**src/rtl/compress_stream_unpacker.sv**
```systemverilog
// Bit-aligned unpacker for the packed compressed stream: MSB-first bit buffer, channel tracking, frame end.
// Optional protocol checker enabled by defining COMPRESS_UNPACK_CHECK_EN; otherwise err is tied low.
module compress_stream_unpacker #(
  parameter int WORD_W = 32,
  parameter int PEEK_W = 16,
  parameter int ROW    = 3,
  localparam int BUF_W = 2 * WORD_W,
  localparam int CNT_W = $clog2(BUF_W + 1),
  localparam int LEN_W = $clog2(PEEK_W + 1),
  localparam int CH_W  = $clog2(ROW)
) (
  input  logic              clk,
  input  logic              rst_n,
  input  logic              in_valid,
  output logic              in_ready,
  input  logic [WORD_W-1:0] in_data,
  input  logic              in_sop,
  input  logic              in_eop,
  output logic              peek_valid,
  output logic [PEEK_W-1:0] peek_data,
  output logic [CNT_W-1:0]  peek_bits,
  input  logic              consume_en,
  input  logic [LEN_W-1:0]  consume_len,
  input  logic              block_done,
  output logic [CH_W-1:0]   channel,
  output logic              frame_sop,
  output logic              frame_end,
  output logic              err
);

  typedef enum logic [1:0] {S_IDLE, S_RUN, S_DRAIN} state_t;

  state_t             state_q, state_d;
  logic [BUF_W-1:0]   buf_q, buf_d;
  logic [CNT_W-1:0]   count_q, count_d;
  logic [CH_W-1:0]    channel_q, channel_d;
  logic               sop_arm_q, sop_arm_d;
  logic               frame_end_q, frame_end_d;

  logic               accept, load, honour, last_ch;
  logic [CNT_W-1:0]   len_ext;
  logic [BUF_W-1:0]   word_ext;
  logic [PEEK_W-1:0]  fill;

  // Buffer is MSB-aligned: earliest bit at BUF_W-1, bits below count are kept zero.
  assign len_ext  = CNT_W'(consume_len);
  assign word_ext = {in_data, {(BUF_W-WORD_W){1'b0}}};
  assign last_ch  = (channel_q == CH_W'(ROW - 1));

  assign in_ready   = (state_q != S_DRAIN) && (count_q <= CNT_W'(BUF_W - WORD_W));
  assign peek_valid = ((state_q == S_RUN) && (count_q >= CNT_W'(PEEK_W))) ||
                      ((state_q == S_DRAIN) && (count_q != '0));
  assign fill       = {PEEK_W{1'b1}} >> count_q;
  assign peek_data  = (count_q == '0) ? '0 : (buf_q[BUF_W-1 -: PEEK_W] | fill);
  assign peek_bits  = count_q;
  assign channel    = channel_q;
  assign frame_sop  = peek_valid && sop_arm_q;
  assign frame_end  = frame_end_q;

  assign accept = in_valid && in_ready;
  assign honour = consume_en && peek_valid && (len_ext <= count_q);
  assign load   = accept && ((state_q != S_IDLE) || in_sop);

  always_comb begin
    state_d     = state_q;
    buf_d       = buf_q;
    count_d     = count_q;
    channel_d   = channel_q;
    sop_arm_d   = sop_arm_q;
    frame_end_d = 1'b0;

    if (honour) begin
      buf_d   = buf_q << consume_len;
      count_d = count_q - len_ext;
      if (consume_len != '0) sop_arm_d = 1'b0;
    end

    // Append lands directly behind the bits that survive this cycle's consume.
    if (load) begin
      buf_d   = buf_d | (word_ext >> count_d);
      count_d = count_d + CNT_W'(WORD_W);
    end

    case (state_q)
      S_IDLE: begin
        if (load) begin
          channel_d = '0;
          sop_arm_d = 1'b1;
          state_d   = in_eop ? S_DRAIN : S_RUN;
        end
      end
      S_RUN: begin
        if (accept && in_eop) state_d = S_DRAIN;
      end
      default: ;
    endcase

    if (block_done && (state_q != S_IDLE)) begin
      if ((state_q == S_DRAIN) && last_ch) begin
        frame_end_d = 1'b1;
        count_d     = '0;
        buf_d       = '0;
        channel_d   = '0;
        sop_arm_d   = 1'b0;
        state_d     = S_IDLE;
      end else begin
        channel_d = last_ch ? '0 : channel_q + CH_W'(1);
      end
    end
  end

  always_ff @(posedge clk or negedge rst_n) begin
    if (!rst_n) begin
      state_q     <= S_IDLE;
      buf_q       <= '0;
      count_q     <= '0;
      channel_q   <= '0;
      sop_arm_q   <= 1'b0;
      frame_end_q <= 1'b0;
    end else begin
      state_q     <= state_d;
      buf_q       <= buf_d;
      count_q     <= count_d;
      channel_q   <= channel_d;
      sop_arm_q   <= sop_arm_d;
      frame_end_q <= frame_end_d;
    end
  end

`ifdef COMPRESS_UNPACK_CHECK_EN
  logic err_q, err_d;

  always_comb begin
    err_d = err_q;
    if (consume_en && ((len_ext > count_q) || (consume_len == '0))) err_d = 1'b1;
    if (accept && in_sop && (state_q != S_IDLE))                    err_d = 1'b1;
    if (block_done && (state_q == S_IDLE))                          err_d = 1'b1;
  end

  always_ff @(posedge clk or negedge rst_n) begin
    if (!rst_n) err_q <= 1'b0;
    else        err_q <= err_d;
  end

  assign err = err_q;
`else
  assign err = 1'b0;
`endif

endmodule

```
**config.mk**
```make
export PLATFORM = sky130hd
export DESIGN_NAME = compress_stream_unpacker
export DESIGN_NICKNAME = d
export VERILOG_FILES = /design/src/rtl/compress_stream_unpacker.sv
export SDC_FILE = /design/constraint.sdc
export NUM_CORES = 1
export LEC_CHECK = 0
export BUFFER_PORTS_ARGS = -buffer_cell sky130_fd_sc_hd__buf_2
export CORE_MARGIN = 4
export CORE_UTILIZATION = 55
export DETAILED_ROUTE_END_ITERATION = 10
export PLACE_DENSITY = 0.8
export SETUP_SLACK_MARGIN = 0.05
export SLEW_MARGIN = 30
export SYNTH_ARGS = -nofsm -noshare
export SYNTH_HDL_FRONTEND = slang
export SYNTH_SLANG_ARGS = --single-unit
export TNS_END_PERCENT = 5
```
**constraint.sdc**
```tcl
create_clock -name clk -period 5.2 [get_ports clk]
set_clock_uncertainty 0.15 [all_clocks]
set_input_delay 0.52 -clock clk [delete_from_list [all_inputs] [get_ports clk]]
set_output_delay 0.52 -clock clk [all_outputs]
set_load 0.1 [all_outputs]
```
==> impl_metrics.tcl, run 1 <==
set metrics [dict create \
    post_cts_resized 0 \
    initial_core_util_pct 56.4 \
    drtIter0Drc 1766 \
    ant_nets 0 \
    syn-instance-count 1324 \
    yosysWarnings 0 \
    vias_per_cell 7.45 \
    grt_pass1_wl_mm 63.0 \
    met2_usage_pct 57.8 \
    setup.worst_path.end_class "flip-flop" \
    tns_ps 0 \
    hold_buffers 0 \
    path_clk_slew_ps 60 \
    use_met3_pct 11.1 \
    syn_nets 1374 \
    synth_edf_count 0 \
    ys_seq_area_share_pct 18.8 \
    ys_seq_elements 77 \
    final_nets 1380 \
    tritoncts "yes" \
    cts_root_buffer "clkbuf_16" \
    path_class "reg2reg" \
    syn_area_per_cell_um2 7.73 \
    use_met1_pct 52.1 \
    grt_overflow 0 \
    die_area_um2 20900 \
    cap_violations 0 \
    setup_viol 0 \
    max_freq_mhz 203 \
    wl_per_cell_um 26.0 \
    cp_max_fo 34 \
    syn_area_um2 10200 \
    hp-class "in2async" \
    dr.pass1.iters 8 \
    cp-start-kind "flip-flop" \
    max_slew_margin_pct 38.0 \
    grt_max_degree 78 \
    slew_violations 0 \
    drive_above_1_share_pct 17.2 \
    fp.dieW_um 144 \
    drt_wl_total_mm 40.7 \
    synth.distinct_cells 89 \
    worstMarginPinSlew_ps 927 \
    htreeDepth 3 \
    busiest_layer "met2" \
    place_hpwl_mm 30.3 \
    via_count 11700 \
    clk_path_buf_depth 2 \
    grt.total_usage_pct 39.1 \
    hold_viol_final 0 \
    yosys-top-cells-area "dfrtp_1 19%, mux2i_1 11%, mux4_2 9.9%" \
    drc 0 \
    ys_async_sr_fraction_pct 100 \
    cts_setup_buffers 0 \
    ys.flop_type "dfrtp_1" \
    period_needed_ps 4930 \
    cp.required_ps 5320 \
    row_count 49 \
    ios 74 \
    grt_pass1_vias 10800 \
    synth_area_leader_cell "dfrtp_1" \
    clkSinkCount 77 \
    portBuffers 72 \
    rsz0062_at_grt "false" \
    status "finished clean" \
    gp_congestion 1.08 \
    period_share_pct 94.8 \
    numCtsBuffers 9 \
    antenna_found_initial 2 \
    fp.dieH_um 144 \
    area_growth_pct 7.12 \
    clkLatencyLatePin_ps 350 \
    coreArea_um2 18100 \
    arrival_ps 5050 \
    synth_top_area_share_pct 18.8 \
]
## state kept, by name, summed over array words and instances, names as in the netlist, named ones only
| register | flops |
|---|---|
| buf_q | 64 |
| peek_bits | 7 |
| channel | 2 |
| frame_end | 1 |
| sop_arm_q | 1 |
| state_q | 1 |
## critical path, cell delays in order (launching register included)
cell     delay, ps
dfrtp_1        770
ha_1           360
nor2b_1        150
o21ai_0        280
and4_1         290
buf_4          370
o21ai_2        140
nand2_1        350
buf_12         270
mux2_2         360
mux2i_1        670
mux2_2         370
nand3_1        110
a31oi_1        180
## stage by stage
step,cell area [um2],util (%),setup WS (ps),cells,hold WS (ps)
after floorplan,10200,-,783,1324,74.4
after global placement,10700,58.8,450,1548,384
after detailed placement,10700,58.8,372,1548,391
after CTS,11000,60.4,466,1564,95.0
after global routing,11000,60.4,106,1564,111
final,11000,60.4,270,1566,52.3
## logic make-up (layout without fill, tap and decap cells)
family	after synthesis	after routing	share of synthesized area [%]
other	1	3	0.0366
DFF	77	77	18.8
AOI/OAI and AO/OA	438	438	29.8
adders and majority gates	6	6	0.806
xor gates and xnor gates	8	8	0.758
buffers and inverters	131	142	5.78
muxes	183	183	24.0
and+or+nand+nor	480	480	20.1
## synthesized netlist by cell type (all sizes together), types with 4 or more instances
| master | instances |
|---|---|
| nand2b | 10 |
| mux4 | 45 |
| clkbuf | 70 |
| a22oi | 13 |
| a21o | 4 |
| a221oi | 11 |
| a311oi | 17 |
| o311a | 4 |
| nand3 | 26 |
| ha | 5 |
| dfrtp | 77 |
| and2 | 4 |
| a21oi | 94 |
| o21ai | 63 |
| a31oi | 40 |
| nor4 | 6 |
| mux2 | 21 |
| mux2i | 117 |
| o21a | 25 |
| nor2b | 10 |
| nand2 | 234 |
| buf | 47 |
| a211oi | 34 |
| inv | 11 |
| or2 | 4 |
| nor3 | 18 |
| nor2 | 151 |
| o221ai | 14 |
| a32oi | 22 |
| xnor2 | 5 |
| o22ai | 30 |
| a22o | 5 |
| a2bb2oi | 5 |
| o32a | 5 |
| o211ai | 23 |
| and3 | 4 |
## worst paths after layout
path | startpoint | to | slack (ps) | cells past startpoint
worst min-delay path | rst_n | buf_q[35] | 50 | 1
worst min register to register | channel[0] | channel[1] | 400 | 1
max in group asynchronous | rst_n | channel[0] | 4290 | 1
min in group clk | in_eop | flip-flop | 230 | 2
worst max register to register | peek_bits[1] | buf_q[16] | 270 | 13
worst max-delay path | peek_bits[1] | buf_q[16] | 270 | 13
## final cells by class
type | count | area, um2
Inverter | 14 | 52.6
Clock inverter | 4 | 22.5
Clock buffer | 12 | 256
Timing Repair Buffer | 112 | 682
Tap cell | 229 | 287
Fill cell | 1665 | 7180
Antenna cell | 2 | 5.00
Multi-Input combinational cell | 1116 | 7740
Sequential cell | 77 | 1930
## cell usage in the layout (no fill, tap or decap), types with 20 or more instances in the layout
cell type,count
buf_4,40
o21a_1,25
dfrtp_1,77
mux4_2,45
nand3_1,25
a31oi_1,40
a32oi_1,22
a211oi_1,34
a21oi_1,93
nor2_1,146
mux2_2,20
o21ai_0,57
mux2i_1,114
o211ai_1,22
nand2_1,232
o22ai_1,30
buf_2,70
## routing by layer
metal / routed length [um] / vias to the layer above
met4: 2420 / 2
met1: 15500 / 5529
li1: - / 5052
met2: 17700 / 899
met5: 17 / -
met3: 5010 / 183
Power of run 1 is left out: the tool's default activity adds up to more than one toggle a clock period on the data nets, which glitch-free logic cannot reach.
==> inputs of run 2 (changes only) <==
- MAX_ROUTING_LAYER: not set -> met4
==> run 2 against run 1 <==
  * Final cell count hardly changed
  * Worst setup slack got worse by 49 ps
  * Largest cell class unchanged
  * Global-route usage is 3.9 points higher
  * Via count is 0.42% higher
  * Count of clock-buffer cells in the layout is 3 lower
==> impl_metrics.tcl, run 2 (synthesis results as in run 1) <==
set metrics [dict create \
    coreArea_um2 18100 \
    htreeDepth 3 \
    place_hpwl_mm 32.2 \
    setup.worst_path.end_class "flip-flop" \
    numCtsBuffers 9 \
    tns_ps 0 \
    path_clk_slew_ps 70 \
    setup_viol 0 \
    cp.required_ps 5340 \
    final_nets 1382 \
    drc 0 \
    slew_violations 0 \
    ant_nets 0 \
    cp_max_fo 28 \
    status "finished clean" \
    layout_common_cells "232 x nand2_1, 145 x nor2_1, 113 x mux2i_1" \
    via_count 11700 \
    hp-class "in2async" \
    wl_per_cell_um 27.7 \
    fp.dieW_um 144 \
    cap_violations 0 \
    portBuffers 72 \
    largest_reg_flops 64 \
    row_count 49 \
    hold_viol_final 0 \
    clkSinkCount 77 \
    area_growth_pct 7.62 \
    drive_above_1_share_pct 17.4 \
    clk_path_buf_depth 2 \
    period_share_pct 95.7 \
    cp-start-kind "flip-flop" \
    worstMarginPinSlew_ps 966 \
    final_common_cell "nand2_1" \
    fp.dieH_um 144 \
    grt_pass1_vias 11000 \
    grt.total_usage_pct 43.0 \
    max_freq_mhz 201 \
    ios 74 \
    vias_per_cell 7.48 \
    grt_max_degree 78 \
    rsz0062_at_grt "false" \
    gp_congestion 1.08 \
    top_register "buf_q" \
    tritoncts "yes" \
    cts_root_buffer "clkbuf_16" \
    max_slew_margin_pct 35.6 \
    period_needed_ps 4980 \
    dr.pass1.iters 6 \
    drt_wl_total_mm 43.4 \
    initial_core_util_pct 56.4 \
    path_class "reg2reg" \
    final_util_pct 60.7 \
    grt_overflow 0 \
    antenna_found_initial 1 \
    drtIter0Drc 2049 \
    clkLatencyLatePin_ps 360 \
    grt_pass1_wl_mm 66.4 \
    die_area_um2 20900 \
    arrival_ps 5120 \
]
## run 2: changes by cell type in the layout (fill, tap and decap cells not counted), moves of 2 or more
cell       previous run  this run
buf_4                40        43
clkinv_2              3         0
inv_6                 0         3
bufinv_16             0         2
clkbuf_8              2         0
## run 2: through the flow
| step | setup WS (ps) | hold WS, ps | cell area, um2 | cells |
|---|---|---|---|---|
| after CTS | 458 | 84.7 | 11000 | 1566 |
| final | 221 | 19.8 | 11000 | 1567 |
| after global placement | 480 | 380 | 10700 | 1550 |
| after global routing | 91.3 | 96.1 | 11000 | 1567 |
| after floorplan | 783 | 74.4 | 10200 | 1324 |
| after detailed placement | 481 | 388 | 10700 | 1550 |
## run 2: layout make-up
| class | instances | area (um2) |
|---|---|---|
| Clock inverter | 7 | 105 |
| Inverter | 14 | 52.6 |
| Clock buffer | 9 | 225 |
| Multi-Input combinational cell | 1116 | 7740 |
| Fill cell | 1694 | 7130 |
| Antenna cell | 1 | 2.50 |
| Sequential cell | 77 | 1930 |
| Timing Repair Buffer | 114 | 684 |
| Tap cell | 229 | 287 |
## run 2: timing repair
item | CTS | global route
resized for setup | 0 | 1
setup endpoints to repair | 0 | 1
hold buffers | 0 | 0
endpoints found under the hold margin | 0 | 0
buffers inserted | 0 | 0
## run 2: metal layers
layer | routed length (um) | vias to the layer above | track usage (%)
li1 | - | 5039 | -
met1 | 16400 | 5616 | 55.0
met2 | 18900 | 876 | 63.4
met3 | 5770 | 183 | 12.8
met4 | 2330 | 0 | 18.0
met5 | 0 | - | -
## run 2: worst max-delay path, stage by stage, from the launching register on
cell and delay [ps]:
dfrtp_1 800, ha_1 360, nor2b_1 160, o21ai_0 270, nand4_1 140, buf_4 260
nand2_4 240, nor4_1 110, nor2b_1 710, nand2_1 520, buf_4 380, nor2_1 460
a221oi_1 190, nor2_1 120
## run 2: path summary, 6_finish.rpt
check | start | to | slack, ps | depth (start not counted)
worst max-delay path | peek_bits[1] | buf_q[57] | 220 | 13
worst min-delay path | rst_n | buf_q[36] | 20 | 1
worst max register to register | peek_bits[1] | buf_q[57] | 220 | 13
worst min register to register | sop_arm_q | sop_arm_q | 410 | 2
max in group asynchronous | rst_n | state_q[1] | 4300 | 1
min in group clk | in_eop | flip-flop | 210 | 2
Power of run 2 is left out for the same reason.
